`config.mk`:
```
export PLATFORM = sky130hd
export DESIGN_NAME = alu_muldiv_sequencer_flat
export DESIGN_NICKNAME = d
export VERILOG_FILES = /design/src/rtl/alu_muldiv_sequencer_if.sv /design/src/rtl/alu_muldiv_sequencer.sv /design/src/flat_wrapper.sv
export SDC_FILE = /design/constraint.sdc
export NUM_CORES = 1
export LEC_CHECK = 0
export CAP_MARGIN = 5
export CORE_MARGIN = 1
export CORE_UTILIZATION = 49
export CTS_CLUSTER_SIZE = 10
export DETAILED_ROUTE_END_ITERATION = 10
export PLACE_DENSITY = 0.9
export REMOVE_ABC_BUFFERS = 1
export SYNTH_ARGS = -nofsm -noshare
export SYNTH_HDL_FRONTEND = slang
export SYNTH_SLANG_ARGS = --single-unit
```
`constraint.sdc`:
```
create_clock -name clk -period 2.1 [get_ports clk]
set_input_delay 0.315 -clock clk [delete_from_list [all_inputs] [get_ports clk]]
set_output_delay 0.315 -clock clk [all_outputs]
set_load 0.01 [all_outputs]
```
`src/rtl/alu_muldiv_sequencer_if.sv`:
```
// alu_muldiv_sequencer_if: request/result handshake plus shared-ALU drive and return bundle
interface alu_muldiv_sequencer_if #(parameter int WIDTH = 24);
  logic             start;
  logic             op;
  logic [WIDTH-1:0] opa;
  logic [WIDTH-1:0] opb;
  logic             busy;
  logic             done;
  logic             div_by_zero;
  logic [WIDTH-1:0] result_hi;
  logic [WIDTH-1:0] result_lo;
  logic [WIDTH-1:0] alu_a;
  logic [WIDTH-1:0] alu_b;
  logic [4:0]       alu_ctl;
  logic             alu_cin;
  logic [WIDTH-1:0] alu_result;
  logic             alu_cout;
  modport master (
    output start, op, opa, opb, alu_result, alu_cout,
    input  busy, done, div_by_zero, result_hi, result_lo, alu_a, alu_b, alu_ctl, alu_cin
  );
  modport slave (
    input  start, op, opa, opb, alu_result, alu_cout,
    output busy, done, div_by_zero, result_hi, result_lo, alu_a, alu_b, alu_ctl, alu_cin
  );
endinterface

```
`src/rtl/alu_muldiv_sequencer.sv`:
```
// alu_muldiv_sequencer: shift-add multiply / restoring divide, one shared-ALU op per cycle
module alu_muldiv_sequencer #(
  parameter int WIDTH = 24
) (
  input logic                  clk,
  input logic                  rst_n,
  alu_muldiv_sequencer_if.slave bus
);
  localparam int CW = $clog2(WIDTH);
  typedef enum logic [1:0] {IDLE, RUN, DONE} state_t;
  state_t           state_q;
  logic             op_q, busy_q, done_q, dbz_q;
  logic [CW-1:0]    cnt_q;
  logic [WIDTH-1:0] hi_q, lo_q, m_q, res_hi_q, res_lo_q;
  logic             run, sub, mul_c;
  logic [WIDTH-1:0] rs, qs, mul_hi, hi_d, lo_d;
  // hi_q/lo_q hold P_hi/P_lo for multiply and R/Q for divide; m_q is M or D
  always_comb begin
    run     = state_q == RUN;
    rs      = {hi_q[WIDTH-2:0], lo_q[WIDTH-1]};
    qs      = {lo_q[WIDTH-2:0], 1'b0};
    bus.alu_a   = run ? (op_q ? rs : hi_q) : '0;
    bus.alu_b   = run ? m_q : '0;
    bus.alu_ctl = run ? (op_q ? 5'b01010 : 5'b00010) : 5'b00000;
    bus.alu_cin = run & op_q;
    mul_hi  = lo_q[0] ? bus.alu_result : hi_q;
    mul_c   = lo_q[0] & bus.alu_cout;
    sub     = hi_q[WIDTH-1] | bus.alu_cout;
    hi_d    = op_q ? (sub ? bus.alu_result : rs) : {mul_c, mul_hi[WIDTH-1:1]};
    lo_d    = op_q ? (qs | {{(WIDTH-1){1'b0}}, sub}) : {mul_hi[0], lo_q[WIDTH-1:1]};
  end
  // control FSM with registered handshake and result outputs
  always_ff @(posedge clk or negedge rst_n) begin
    if (!rst_n) begin
      state_q  <= IDLE;
      op_q     <= 1'b0;
      busy_q   <= 1'b0;
      done_q   <= 1'b0;
      dbz_q    <= 1'b0;
      cnt_q    <= '0;
      hi_q     <= '0;
      lo_q     <= '0;
      m_q      <= '0;
      res_hi_q <= '0;
      res_lo_q <= '0;
    end else begin
      case (state_q)
        IDLE: if (bus.start) begin
          op_q   <= bus.op;
          cnt_q  <= '0;
          busy_q <= 1'b1;
          hi_q   <= '0;
          lo_q   <= bus.opa;
          m_q    <= bus.opb;
          if (bus.op && bus.opb == '0) begin
            state_q  <= DONE;
            done_q   <= 1'b1;
            dbz_q    <= 1'b1;
            res_hi_q <= bus.opa;
            res_lo_q <= '1;
          end else begin
            state_q <= RUN;
            dbz_q   <= 1'b0;
          end
        end
        RUN: begin
          hi_q  <= hi_d;
          lo_q  <= lo_d;
          cnt_q <= cnt_q + CW'(1);
          if (cnt_q == CW'(WIDTH - 1)) begin
            state_q  <= DONE;
            done_q   <= 1'b1;
            res_hi_q <= hi_d;
            res_lo_q <= lo_d;
          end
        end
        default: begin
          state_q <= IDLE;
          busy_q  <= 1'b0;
          done_q  <= 1'b0;
        end
      endcase
    end
  end
  assign bus.busy        = busy_q;
  assign bus.done        = done_q;
  assign bus.div_by_zero = dbz_q;
  assign bus.result_hi   = res_hi_q;
  assign bus.result_lo   = res_lo_q;
endmodule

```
`src/flat_wrapper.sv`:
```
// flat-port wrapper written by rule: the top's interface ports become plain ports
module alu_muldiv_sequencer_flat 
#(
  parameter int WIDTH = 24
)
  (clk, rst_n, bus_start, bus_op, bus_opa, bus_opb, bus_alu_result, bus_alu_cout, bus_busy, bus_done, bus_div_by_zero, bus_result_hi, bus_result_lo, bus_alu_a, bus_alu_b, bus_alu_ctl, bus_alu_cin);
  alu_muldiv_sequencer_if #(.WIDTH(WIDTH)) bus_i ();
  input logic clk;
  input logic rst_n;
  input wire logic [$bits(bus_i.start)-1:0] bus_start;
  input wire logic [$bits(bus_i.op)-1:0] bus_op;
  input wire logic [$bits(bus_i.opa)-1:0] bus_opa;
  input wire logic [$bits(bus_i.opb)-1:0] bus_opb;
  input wire logic [$bits(bus_i.alu_result)-1:0] bus_alu_result;
  input wire logic [$bits(bus_i.alu_cout)-1:0] bus_alu_cout;
  output wire logic [$bits(bus_i.busy)-1:0] bus_busy;
  output wire logic [$bits(bus_i.done)-1:0] bus_done;
  output wire logic [$bits(bus_i.div_by_zero)-1:0] bus_div_by_zero;
  output wire logic [$bits(bus_i.result_hi)-1:0] bus_result_hi;
  output wire logic [$bits(bus_i.result_lo)-1:0] bus_result_lo;
  output wire logic [$bits(bus_i.alu_a)-1:0] bus_alu_a;
  output wire logic [$bits(bus_i.alu_b)-1:0] bus_alu_b;
  output wire logic [$bits(bus_i.alu_ctl)-1:0] bus_alu_ctl;
  output wire logic [$bits(bus_i.alu_cin)-1:0] bus_alu_cin;
  assign bus_i.start = bus_start;
  assign bus_i.op = bus_op;
  assign bus_i.opa = bus_opa;
  assign bus_i.opb = bus_opb;
  assign bus_i.alu_result = bus_alu_result;
  assign bus_i.alu_cout = bus_alu_cout;
  assign bus_busy = bus_i.busy;
  assign bus_done = bus_i.done;
  assign bus_div_by_zero = bus_i.div_by_zero;
  assign bus_result_hi = bus_i.result_hi;
  assign bus_result_lo = bus_i.result_lo;
  assign bus_alu_a = bus_i.alu_a;
  assign bus_alu_b = bus_i.alu_b;
  assign bus_alu_ctl = bus_i.alu_ctl;
  assign bus_alu_cin = bus_i.alu_cin;
  alu_muldiv_sequencer #(.WIDTH(WIDTH)) u_core (.clk(clk), .rst_n(rst_n), .bus(bus_i));
endmodule
```
## After elaboration in Yosys (flattened, before gate mapping)

Cells that the tools add are included.

| storage, ports and cells | value |
|---|---|
| register bits | 131 |
| bits in latches | 0 |
| bits of input ports | 77 |
| RAM bits | 0 |
| memory bits (read-only) | 0 |
| memories kept | 0 |

| operators by class | value |
|---|---|
| reduce and logical (&&, ||, !) cells | 10 |
| div/mod/pow operators | 0 |
| order comparisons | 0 |
| equality and inequality tests | 5 |
| multipliers | 0 |
| bitwise gates (word level) | 5 |
| add/sub/neg operators | 1 |
| shift operators | 0 |
| muxes and demuxes | 34 |

Operators by type and width:

| cell | count |
|---|---|
| 24-bit two-way mux | 15 |
| 24-bit case mux with 2 select lines | 4 |
| 24-bit zero test | 1 |
| 24-bit by 1-bit OR with 24-bit output | 1 |
| 5-bit two-way mux | 2 |
| 5-bit case mux with 2 select lines | 1 |
| 2-bit AND reduction | 4 |
| 2-bit two-way mux | 3 |
| 5-bit by 1-bit adder with 5-bit output, second input constant | 1 |
| 5-bit equality test, second input constant | 1 |
| 1-bit two-way mux | 5 |
| 4-bit two-way mux | 1 |
| 2-bit inequality test, second input constant | 2 |
| 1-bit case mux with 2 select lines | 2 |
| 2-bit case mux with 2 select lines | 1 |
| 4-bit AND reduction | 1 |
| 3-bit AND reduction | 1 |
| 1-bit AND | 2 |
| 2-bit by 1-bit equality test with 1-bit output, second input constant | 1 |
| 2-bit zero test | 1 |
| 2-bit by 1-bit inequality test with 1-bit output, second input constant | 1 |
| 2-bit nonzero test | 1 |
| 1-bit logical AND | 1 |
| 1-bit NOT | 1 |
| 1-bit OR | 1 |

## Longest topological paths before layout

| logic depth | value |
|---|---|
| depth after elaboration | 5 |
| gate-level depth with buffers | 9 |
| mapped depth without buffers | 5 |

## Worst setup path before layout

No wires, ideal clock.

| timing path | value |
|---|---|
| path kind | flip-flop to output port |
| start point | register u_core.state_q[1] |
| end point | output port bus_alu_ctl[3] |
| buffers on the path | 4 |
| data required time | 1.785 ns |
| path slack | 0.222 ns |
| cell stages (with the launch flop) | 8 |
| arrival time | 1.563 ns |
| cells stage by stage | dfrtp_1 > nand2b_1 > buf_4 > inv_2 > clkbuf_1 > clkbuf_1 > and2_1 > buf_4 |

| between the ends | value |
|---|---|
| word-level cells in the longest chain between the ends | 2 |

RTL lines:

| element | line | source |
|---|---|---|
| start: declaration | alu_muldiv_sequencer.sv:11 | `state_t state_q;` |
| start signal: assignment | alu_muldiv_sequencer.sv:35 | `state_q <= IDLE;` |
| start signal: assignment | alu_muldiv_sequencer.sv:56 | `state_q <= DONE;` |
| start signal: assignment | alu_muldiv_sequencer.sv:62 | `state_q <= RUN;` |
| 2-bit by 1-bit equality test with 1-bit output | alu_muldiv_sequencer.sv:19 | `run = state_q == RUN;` |
| 5-bit two-way mux | alu_muldiv_sequencer.sv:24 | `bus.alu_ctl = run ? (op_q ? 5'b01010 : 5'b00010) : 5'b00000;` |
| end: declaration | flat_wrapper.sv:23 | `output wire logic [$bits(bus_i.alu_ctl)-1:0] bus_alu_ctl;` |

No other way between the ends.

## Worst setup path after layout

| timing path | value |
|---|---|
| start point | register u_core.op_q |
| end point | output port bus_alu_a[19] |

| between the ends | value |
|---|---|
| word-level cells in the longest chain between the ends | 2 |

RTL lines:

| element | line | source |
|---|---|---|
| start: declaration | alu_muldiv_sequencer.sv:12 | `logic op_q, busy_q, done_q, dbz_q;` |
| start signal: assignment | alu_muldiv_sequencer.sv:49 | `op_q <= bus.op;` |
| 24-bit two-way mux (2 in a row) | alu_muldiv_sequencer.sv:22 | `bus.alu_a = run ? (op_q ? rs : hi_q) : '0;` |
| end: declaration | flat_wrapper.sv:21 | `output wire logic [$bits(bus_i.alu_a)-1:0] bus_alu_a;` |

No other way between the ends.

==> key figures <==
Routing
  – Mean routed wirelength per cell: 18.6 um
  – Drt pass-1 iters: 6
  – Final ANT Viol Nets: 0
  – Initial drt markers: 699
  – Via/cell ratio: 5.86
  – DR DRC count: 0
  – Final wirelength: 21300 um
  – Vias: 6707

Synth
  – Synth Area in Simple Gates: a little under a quarter
  – Async SR Flop Fraction: 100%
  – Main synth FF type: dfrtp_1
  – Compound-gate portion of the synthesized area: a little under an eighth
  – Synth area leader: dfrtp_1
  – Main combinational cell family by area after synthesis: simple AND/OR/NAND/NOR gates
  – Register area share after synthesis: 47.8%
  – Post-synth EDFFs: 0
  – Avg Cell Area, Syn: 8.87 um^2
  – Gate Count Post-Synth: approximately 770
  – Yosys warns: 0
  – Post-Syn Area: between 0.006 and 0.007 mm^2
  – Top cell type's share of synthesized area: 47.8%
  – Area contributors post-synth: dfrtp_1, nand2_1, mux2i_1
  – Yosys reg bits: 131
  – Adder-cell share of the synthesized area: 0.183%
  – Mux cell area share after synthesis: 11.1%
  – Cell with the most instances after synthesis: nand2_1
  – Synth Area in XOR/XNOR: 0.256%
  – Distinct cells, synth: 40
  – Most common library cells after synthesis: nand2_1, dfrtp_1, mux2i_1, nor3_1, nor2_1

Timing
  – Crit path time final: between 2 and 2.5 ns
  – Clock skew: 0.00646 ns
  – Relative slew margins: 56.1%
  – Max-slew violation count: 0
  – Fin Hold WS: 0.447 ns
  – Worst Setup Slack, final: slightly below 0.06 ns
  – Peak Freq: 0.490 GHz
  – Final Hold Fails: 0
  – Worst Max-Slew Pin Slew: 0.658 ns
  – Final Cycle Share: 97.3%
  – Final setup viols: 0
  – RSZ-0062 raised after global routing: false

Die
  – Die W: 120 um
  – Initial Util: 50.9%
  – Die area: 0.0145 mm^2
  – Io pins: 182
  – Placeable Area: 0.0135 mm^2
  – # rows: 42
  – Chip Height: 120 um

Clock network
  – TritonCTS Buffers: 17
  – Clock buffer depth: 2
  – Clk Latency, worst-skew pair: 0.42 ns
  – CTS tree: built
  – Clock sink count: 131
  – Worst-path clk slew: 0.06 ns
  – Root cell of the clock tree: clkbuf_16
  – H-Tree Depth: 4

Final layout
  – Reg area: between 0.003 and 0.004 mm^2
  – N_diodes: 0
  – Nets: 1033
  – Layout area overhead: 40.5%
  – Multi-input gate area: 0.00327 mm^2
  – Final non-filler cell total: 1144
  – Ratio of cells with drive above 1 in the final layout: 12.4%
  – FILL cells: 1002

Outcome
  – Outcome: finished, final reports clean

Global route
  – Largest net degree at the start of global routing: 70
  – Vias in the first global route: approximately 7000
  – GRT Util Overall: 31.2%
  – Initial antenna violation count: 0
  – First-pass GRT wire length: 35000 um
  – Grt ovf: 0

Placed design
  – DP Wirelength: approximately 14000 um
  – RD Place Congestion: a little over 0.8
  – Pre-CTS setup slack: -0.288 ns
  – Port Buf Inserts: 178
  – Placed Cells: 1101

Pwr
  – Worst VDD drop: 793 uV
  – Power per cell area: 1680 mW/mm^2
  – Leakage: 4.35 nW
  – Design Power: 16.2 mW

Worst setup path
  – RR Startpoint: u_core.cnt_q[0]$_DFFE_PN0P_
  – Critical path data arrival time: 1.73 ns
  – Critical path's top delay family: buffers and inverters
  – Crit. End Element: output port
  – Worst path max stage delay: 0.47 ns
  – Critical Path Slowest Stage Cell: dfrtp_4
  – CP Data Required Time: 1.78 ns
  – CP cell instances: buf_12 -> mux2i_1 -> nor2_1 -> dlygate4sd2_1
  – CP max FO: 18
  – Worst path bufs/invs: 2
  – Crit path launch: u_core.op_q$_DFFE_PN0P_
  – Startpoint Class: register
  – Crit Path Class: reg -> out

Job
  – Number of max-cap violations: 0

Min path
  – Type of the most critical hold path: in -> reg
  – Worst hold path startpoint: bus_opb[15]
==> logic make-up after synthesis <==
family,after synthesis
other,1
xor gates and xnor gates,2
and+or+nand+nor,371
adders and majority gates,1
buffers and inverters,72
DFF,131
AOI/OAI and AO/OA,122
muxes,73
==> report_power, final <==
part           switching (mW)  total, mW  internal, mW
clock                    1.07       2.85          1.78
combinational            4.27       8.49          4.22
sequential               1.05       4.85          3.81
total                    6.38       16.2          9.81
==> flip-flops by register name (all words and copies together) (netlist names) <==
name                    count
u_core.bus.busy             1
u_core.cnt_q                5
u_core.bus.done             1
u_core.lo_q                24
u_core.state_q              2
u_core.op_q                 1
u_core.m_q                 24
u_core.bus.div_by_zero      1
u_core.hi_q                24
u_core.bus.result_lo       24
u_core.bus.result_hi       24
==> cell usage in the layout, fill, tap and decap left out, types with 10 or more instances in the layout <==
| master | netlist | layout |
|---|---|---|
| clkdlybuf4s50_1 | 0 | 126 |
| a31oi_1 | 25 | 25 |
| clkbuf_16 | 0 | 17 |
| mux2i_1 | 47 | 47 |
| a21oi_1 | 40 | 40 |
| and2_1 | 39 | 37 |
| mux2_2 | 25 | 25 |
| buf_4 | 8 | 38 |
| dlygate4sd2_1 | 0 | 47 |
| a221o_1 | 10 | 10 |
| nand3_1 | 27 | 27 |
| dfrtp_1 | 131 | 130 |
| a211oi_1 | 12 | 12 |
| nand2_1 | 202 | 202 |
| nor3_1 | 47 | 47 |
| nor2_1 | 41 | 36 |
| o211ai_1 | 23 | 23 |
==> metal layers <==
metal | wire [um] | track usage, %
met2 | 10200 | 50.4
met3 | 1870 | 9.01
met5 | 0 | 0
met4 | 815 | 17.7
met1 | 8380 | 37.3
==> path summary, 6_finish.rpt <==
path	endpoint	slack (ns)	cells after the start
worst max-delay path	bus_alu_a[19]	0.06	4
worst min-delay path	u_core.m_q[15]$_DFFE_PN0P_	0.45	3
worst max register to register	u_core.bus.result_lo[23]$_DFFE_PN0P_	0.17	6
worst min register to register	u_core.m_q[7]$_DFFE_PN0P_	0.46	2
max in group asynchronous	u_core.m_q[17]$_DFFE_PN0P_	0.99	3
min in group asynchronous	u_core.bus.result_lo[1]$_DFFE_PN0P_	0.48	2
==> tightest hold or removal path, cell delays in order <==
cell,delay [ns]
clkdlybuf4s50_1,0.41
nand2_1,0.06
nand2_1,0.04
==> per-stage QoR <==
step | TNS [ns] | instance area, um^2 | utilization (%)
3_3_place_gp | -7.72 | 8950 | 66.5
2_1_floorplan | -260.05 | 6530 | -
4_1_cts | 0 | 9640 | 71.7
6_report | 0 | 9630 | 71.5
3_5_place_dp | -11.54 | 8950 | 66.5
5_1_grt | 0 | 9630 | 71.5
==> final cells by class <==
cell class	instances	area share, %
Timing Repair Buffer	230	23.7
Inverter	3	0.143
Clock buffer	28	5.37
Sequential cell	131	34.1
Clock inverter	4	0.468
Multi-Input combinational cell	572	34.0
Tap cell	176	2.29
==> timing repair <==
item                                    4_1_cts  5_1_grt
resized for setup                            62        7
buffers inserted                              7        0
endpoints found under the setup margin       51       29
hold buffers                                  1        0
endpoints found under the hold margin        65        0
gates cloned                                  3        0
pin swaps                                     0        2
(Power assumes the default switching activity.)
